$ cat src/rtl/shift_seq_pkg.sv
// Shared types and defaults for the shift sequencer.
// State codes are plain constants so legacy code can compare against them.
package shift_seq_pkg;

  localparam int WIDTH_DEF = 8;
  localparam int AMT_W_DEF = 3;

  typedef logic [1:0] state_t;

  localparam state_t ST_IDLE  = 2'd0;
  localparam state_t ST_SHIFT = 2'd1;
  localparam state_t ST_DONE  = 2'd2;

endpackage

$ cat src/rtl/shift_datapath.sv
// Shift register with load, shift-enable and MSB fill bit.
// Load has priority over shift.
module shift_datapath
  import shift_seq_pkg::*;
#(
  parameter int WIDTH = WIDTH_DEF
) (
  input  logic             clk,
  input  logic             reset,
  input  logic             load,
  input  logic             shift_en,
  input  logic             fill,
  input  logic [WIDTH-1:0] d,
  output logic [WIDTH-1:0] q
);

  always_ff @(posedge clk) begin
    if (reset) begin
      q <= '0;
    end else if (load) begin
      q <= d;
    end else if (shift_en) begin
      q <= {fill, q[WIDTH-1:1]};
    end
  end

endmodule

$ cat src/rtl/shift_sequencer.sv
// Multi-cycle right shifter: one bit per cycle, done pulse on completion.
// FSM and down-counter live here; the register is in shift_datapath.
module shift_sequencer
  import shift_seq_pkg::*;
#(
  parameter int WIDTH = WIDTH_DEF,
  parameter int AMT_W = AMT_W_DEF
) (
  input  logic             clk,
  input  logic             reset,
  input  logic             start,
  input  logic [WIDTH-1:0] data_in,
  input  logic [AMT_W-1:0] amount,
  input  logic             asr,
  output logic             busy,
  output logic             done,
  output logic [WIDTH-1:0] q
);

  state_t           state;
  logic [AMT_W-1:0] cnt;
  logic             mode;
  logic             accept;
  logic             shift_en;
  logic             fill;

  assign accept   = (state == ST_IDLE) && start;
  assign shift_en = (state == ST_SHIFT);
  assign fill     = mode & q[WIDTH-1];
  assign busy     = (state != ST_IDLE);
  assign done     = (state == ST_DONE);

  always_ff @(posedge clk) begin
    if (reset) begin
      state <= ST_IDLE;
      cnt   <= '0;
      mode  <= 1'b0;
    end else begin
      case (state)
        ST_IDLE: begin
          if (start) begin
            cnt   <= amount;
            mode  <= asr;
            state <= (amount == '0) ? ST_DONE : ST_SHIFT;
          end
        end
        ST_SHIFT: begin
          cnt <= cnt - AMT_W'(1);
          if (cnt == AMT_W'(1)) begin
            state <= ST_DONE;
          end
        end
        ST_DONE: state <= ST_IDLE;
        default: state <= ST_IDLE;
      endcase
    end
  end

  shift_datapath #(
    .WIDTH(WIDTH)
  ) u_dp (
    .clk     (clk),
    .reset   (reset),
    .load    (accept),
    .shift_en(shift_en),
    .fill    (fill),
    .d       (data_in),
    .q       (q)
  );

endmodule

$ cat config.mk
export PLATFORM = sky130hd
export DESIGN_NAME = shift_sequencer
export DESIGN_NICKNAME = d
export VERILOG_FILES = /design/src/rtl/shift_seq_pkg.sv /design/src/rtl/shift_datapath.sv /design/src/rtl/shift_sequencer.sv
export SDC_FILE = /design/constraint.sdc
export NUM_CORES = 1
export LEC_CHECK = 0
export BUFFER_PORTS_ARGS = -buffer_cell sky130_fd_sc_hd__buf_2
export CORE_MARGIN = 5
export CORE_UTILIZATION = 40
export DETAILED_ROUTE_END_ITERATION = 8
export PLACE_DENSITY = 0.65
export SYNTH_ARGS = -nofsm -noshare
export SYNTH_HDL_FRONTEND = slang
export SYNTH_SLANG_ARGS = --single-unit
$ cat constraint.sdc
create_clock -name clk -period 2 [get_ports clk]
set_input_delay 0.3 -clock clk [delete_from_list [all_inputs] [get_ports clk]]
set_output_delay 0.3 -clock clk [all_outputs]
set_load 0.05 [all_outputs]
==> summary.md, run 1 <==
| Metric | Value |
|---|---|
| Largest net degree at the start of global routing | 17 |
| Post-synth top area share | 0.3666 |
| Cts repair resizes | 0 |
| CTS Root Cell | clkbuf_4 |
| Post-DR wirelength/cell | 12.16 um |
| CTS buffer count | 3 |
| Vias in the first global route | 634 |
| Simple-gate share of the synthesized area | 0.2275 |
| Filler cells | around 200 |
| Initial DRT Pass Iterations | 4 |
| Syn Nets | 98 |
| Min-delay src | asr |
| RSZ-0062 raised after global routing | no |
| Worst path required time | 1700 ps |
| Final Max Tran Viols | 0 |
| Synthesized instance count | between 80 and 90 |
| Worst Hold Class | primary input to flop |
| Status | finished clean |
| Area growth from synthesis to layout | 17.68% |
| Final Setup Violations | 0 |
| Core area | 1764 um^2 |
| Setup crit start | state[0] |
| Setup bufs post-CTS | 0 |
| Final hold vios | 0 |
| Fin Setup TNS | 0 ps |
| DRC | 0 |
| Layout cells sized above 1 | 0.3883 |
| Synthesized area per cell | ~9.4 um^2 |
| Element type at the critical path start | flop |
| Final period utilization | 0.7971 |
| Synth Area in Adders | 0.03273 |
| Most area-consuming cells after synthesis | dfxtp_1, a211oi_2, mux2i_1 |
| Initial antenna violation count | 0 |
| Rel. slew slack | 0.5650 |
| First-pass GRT wire length | 2842 um |
| Dpl hpwl | 1112 um |
| Worst Path Max Fanout | 15 |
| Crit path capture type | output pin |
| Reg2reg start | state[0] |
| Placed insts | 124 |
| I/O pin count | 25 |
| Die Ht | 53.72 um |
| Synth Area in Compound Gates | 0.2111 |
| Overflow after GRT | 0 |
| H-tree levels | 1 |
| FF+latch count, synth | 14 |
| Mux cell area share after synthesis | 0.07856 |
| Minimum clock period | 1594 ps |
| Rows | 15 |
| R2R Setup Slk | around 410 ps |
| Pre-CTS setup slack | 410.4 ps |
| PwrDens | 855.9 nW/um^2 |
| MaxCap Viol Count | 0 |
| Clock skew | 0.5981 ps |
| Via count | 639 |
| Port Buffers | 24 |
| Reg clk slew, reported paths | 90 ps |
| GR peak layer | met2 |
| Worst skew pair latency | 280 ps |
| Met1 usage | 0.1622 |
| Least-Margin Pin Slew | 652.5 ps |
| Synthesis Warnings | 0 |
| Xor and xnor area share after synthesis | 0 |
| FMAX | 627.3 MHz |
| Clock Path Buffers | 2 |
| Synth area leader | dfxtp_1 |
| Final nets | ~120 |
| Final non-filler cell total | 128 |
| Final Util | 0.5099 |
| Netlist cell types | 29 |
| Total GRT Usage | 0.1364 |
| Most common cell after layout, fill and taps aside | buf_2 |
| Die Width | 53.72 um |
| WS Path Type | flop to output pin |
| Setup ws final | 405.8 ps |
| Largest family of logic cells by synthesized area | simple AND/OR/NAND/NOR gates |
| # hold bufs at CTS | 0 |
| Starting Density | 0.4333 |
| RePlAce Congestion | 0.7950 |
| Commonest non-fill, non-tap cells in the layout | buf_2, dfxtp_1, nor2_1 |
| M2 GR Usage | 0.2218 |
| Peak supply drop | 0.3396 mV |
| # diodes | 0 |
| CP arrival | around 1300 ps |
| Post-synthesis sequential area ratio | 0.3666 |
| Initial drt markers | 10 |
| Remaining antenna violation count | 0 |
| Leakage Power | between 0.4 and 0.5 nW |
| Vias/cell | 4.992 |
| Met3 Usage GRT | 0.03324 |
| Final Routed Wirelength | 1556 um |
| Worst hold slack | 247.5 ps |
| CTS tree | done |
| Die area | 2885 um^2 |
| Synthesized cell area | 764.5 um^2 |
| Sink Count | 14 |
cell type report:
cell class | instances | area [um^2] | area share
multi-input cells | 58 | 420.4 | 0.4673
flip-flops and latches | 14 | 280.3 | 0.3115
repair buffers | 24 | 120.1 | 0.1335
clock buffers | 4 | 36.28 | 0.04033
well taps | 25 | 31.28 | 0.03477
inverters | 3 | 11.26 | 0.01252
registers in the layout (all words and copies together) (netlist names):
name and count:
mode 1, state 2, u_dp.q 8, cnt 3
worst max-delay path: stages (launching register included):
cell     delay (ps)
dfxtp_1         580
or2_2           180
buf_2           250
cells in the mapped netlist (all sizes together):
master / instances
nor2: 9
a31oi: 1
a211oi: 7
o21ba: 1
nand2: 5
nand2b: 3
or2: 1
or3b: 4
nand3: 2
nor3: 4
a22oi: 1
nor3b: 1
inv: 3
o211ai: 1
dfxtp: 14
a2111oi: 1
ha: 2
mux2i: 6
nor2b: 3
o22a: 1
a21oi: 5
buf: 6
where the power goes:
group	internal [mW]	switching (mW)	total, mW	leakage [nW]
clock network	0.111	0.0950	0.206	0.0210
registers	0.308	0.0268	0.335	0.116
logic	0.0801	0.149	0.229	0.275
total	0.499	0.271	0.770	0.412
kinds of logic (layout without fill, tap and decap cells):
logic type	count (synthesis)	in the layout
simple gates	32	32
flops	14	14
mux	6	6
buf+inv	9	31
fa+ha+maj	2	2
compound gates	18	18
final timing paths:
path	to	cells after the start
min	mode	3
max reg2reg	state[0]	3
min reg2reg	mode	2
max	busy	2
routing by layer:
layer,vias to the layer above,wire (um)
met5,-,0
met4,0,35
met3,4,81
met2,13,756
met1,289,683
li1,333,-
stage by stage:
| stage | power [mW] | area (um^2) |
|---|---|---|
| global route | 0.8227 | 899.6 |
| global placement | 0.5673 | 863.3 |
| CTS | 0.7814 | 899.6 |
| detailed placement | 0.5704 | 863.3 |
| floorplan | 0.5320 | 764.5 |
| finish | 0.7700 | 899.6 |
No activity file was read; power rests on OpenSTA's default activity.
==> run 2: changes to the inputs <==
PLACE_DENSITY = 0.68   (was 0.65)
clock period = 1.4 ns   (was 2 ns; I/O delays follow)
==> run 2 against run 1 <==
  * Wire length rose by 3.9%
  * Clock-buffer cell count did not move
  * Clock power is 42% higher
  * Core utilization increased by 5.1 points
  * Total power increased by 49%
  * Hold slack worse by 79 ps
  * Sequential power increased by 40%
  * Sequential share of layout area shrank 2.3 points
  * Non-clock buffer count up 9
  * Clock skew up 1.4 ps
  * Final cell count rose by 7.0%
  * Critical path type unchanged
  * Largest cell class unchanged
  * Largest power group unchanged
  * Highest routed layer unchanged
==> summary.md, run 2 (same netlist as run 1, synthesis figures left out) <==
| Metric | Value |
|---|---|
| Status | finished clean |
| Initial drt markers | 4 (-6) |
| Rows | 15 (unchanged) |
| CTS Root Cell | clkbuf_4 |
| Port Buffers | 24 (unchanged) |
| Pre-CTS setup slack | 132.4 ps (-278.0 ps) |
| Final Routed Wirelength | 1616 um (+3.9%) |
| Power Internal | 753.2 uW (+51%) |
| CP arrival | 1160 ps (-130 ps) |
| Highest Signal Layer | met4 |
| Final hold vios | 0 (unchanged) |
| Vias in the first global route | 658 (+3.8%) |
| Dpl hpwl | 1253 um (+13%) |
| Worst skew pair latency | 280 ps (about the same) |
| Met3 wire len | 55 um (-32%) |
| Layout cells sized above 1 | 0.4643 (+0.07594) |
| Worst hold slack | 168.6 ps (-78.90 ps) |
| Sink Count | 14 (unchanged) |
| Reg clk slew, reported paths | 90 ps (about the same) |
| Final Util | 0.5610 (+0.05106) |
| # diodes | 0 (unchanged) |
| Core area | 1764 um^2 (unchanged) |
| PwrDens | 1159 nW/um^2 (+35%) |
| Initial DRT Pass Iterations | 2 (-2) |
| Peak supply drop | 0.6035 mV (+78%) |
| Final nets | 130 (+7.4%) |
| Worst Hold Class | primary input to flop |
| DRT met1 WL | 695 um (+1.8%) |
| Element type at the critical path start | flop |
| Most common cell after layout, fill and taps aside | buf_2 |
| Largest register by flop count | u_dp.q |
| Final period utilization | 0.9803 |
| Max reg flops | 8 (unchanged) |
| CTS buffer count | 3 (unchanged) |
| DRC | 0 (unchanged) |
| Clock skew | 2.002 ps (+1.403 ps) |
| H-tree levels | 1 (unchanged) |
| Top Registers | u_dp.q x8, cnt x3, state x2 |
| Die area | 2885 um^2 (unchanged) |
| Area of the multi-input gates | 425.4 um^2 (+1.2%) |
| WS Path Type | flop to output pin |
| Worst Path Max Fanout | 9 (-6) |
| Filler cells | 195 (-3.0%) |
| I/O pin count | 25 (unchanged) |
| Vias/cell | 4.898 (-1.9%) |
| Final Max Tran Viols | 0 (unchanged) |
| Overflow after GRT | 0 (unchanged) |
| Flop pwr share | 0.408 (-0.027) |
| Final Setup Violations | 0 (unchanged) |
| Least-Margin Pin Slew | 353.0 ps (-299.5 ps) |
| Leakage Power | 0.4589 nW (+11%) |
| Initial antenna violation count | 0 (unchanged) |
| RePlAce Congestion | 0.7318 (-7.9%) |
| Total GRT Usage | 0.1210 (-0.01540) |
| Net Sw Frac | 0.3432 (-0.008800) |
| Storage element area | 285.3 um^2 (+1.8%) |
| Starting Density | 0.4333 (unchanged) |
| Combinational fraction of design power | 0.337 (+0.039) |
| Fin Setup TNS | 0 ps (unchanged) |
| Post-DR wirelength/cell | 11.80 um (-3.0%) |
| Die Width | 53.72 um (unchanged) |
| Clk network pwr share | 0.255 (-0.012) |
| Via count | 671 (+5.0%) |
| Clock Path Buffers | 2 (unchanged) |
| CTS tree | done |
| FMAX | 728.6 MHz |
| Minimum clock period | about 1400 ps |
| WL met2 | 848 um (+12%) |
| Area growth from synthesis to layout | 29.46% |
| First-pass GRT wire length | 2656 um (-6.5%) |
| Crit path capture type | output pin |
| RSZ-0062 raised after global routing | yes |
| MaxCap Viol Count | 0 (unchanged) |
| Die Ht | 53.72 um (unchanged) |
| Worst path required time | 1190 ps (-510 ps) |
| Largest net degree at the start of global routing | 15 (-2) |
| Setup ws final | 27.57 ps (-378.2 ps) |
| Commonest non-fill, non-tap cells in the layout | buf_2, dfxtp_1, buf_4 |
| Switching power | 393.6 uW (+45%) |
| Remaining antenna violation count | 0 (unchanged) |
| Rel. slew slack | 0.7642 (+0.1991) |
-- run 2: cell count changes in the layout (fill, tap and decap cells not counted), sizes merged --
cell	change
clkbuf	+1
buf	+8
-- run 2: power groups by stage --
stage | clock [mW] | combinational (mW) | sequential [mW]
after detailed placement | 0 | 0.363 | 0.482
after floorplan | 0 | 0.201 | 0.560
after global placement | 0 | 0.357 | 0.479
after global routing | 0.324 | 0.417 | 0.476
after CTS | 0.305 | 0.385 | 0.468
final | 0.292 | 0.387 | 0.468
-- run 2: timing repair --
action                                  CTS  global route
buffers inserted                          1             1
hold buffers                              0             0
cloned                                    0             0
endpoints found under the setup margin    2             8
resized for setup                         7             2
-- run 2: layout make-up --
class,count,share of cell area
clock buffers,4,0.03666
inverters,3,0.01138
multi-input cells,58,0.4298
flip-flops and latches,14,0.2882
well taps,25,0.03161
repair buffers,33,0.2023
-- run 2: critical path, cell delays in order, from the launching register on --
cell     delay, ps
dfxtp_2        330
buf_4          150
or2_4          250
buf_8          150
-- run 2: final timing paths --
| kind | start | endpoint | cells after the start | slack, ps |
|---|---|---|---|---|
| hold reg to reg | mode | mode | 2 | 490 |
| setup / recovery | state[1] | busy | 3 | 30 |
| hold / removal | data_in[7] | u_dp.q[7] | 3 | 170 |
| setup reg to reg | state[0] | u_dp.q[4] | 5 | 50 |
-- run 2: per-stage QoR --
step / power (mW) / std cells / instance area, um^2
final: 1.147 / 137 / 989.7
after global routing: 1.217 / 137 / 989.7
after CTS: 1.159 / 136 / 977.2
after detailed placement: 0.8450 / 131 / 915.9
after global placement: 0.8364 / 131 / 915.9
after floorplan: 0.7601 / 81 / 764.5
-- run 2: per-layer routing --
metal,vias to the layer above,track usage
met2,12,0.2177
met3,2,0.01662
met5,-,0
li1,347,-
met4,0,0.03830
met1,310,0.1460
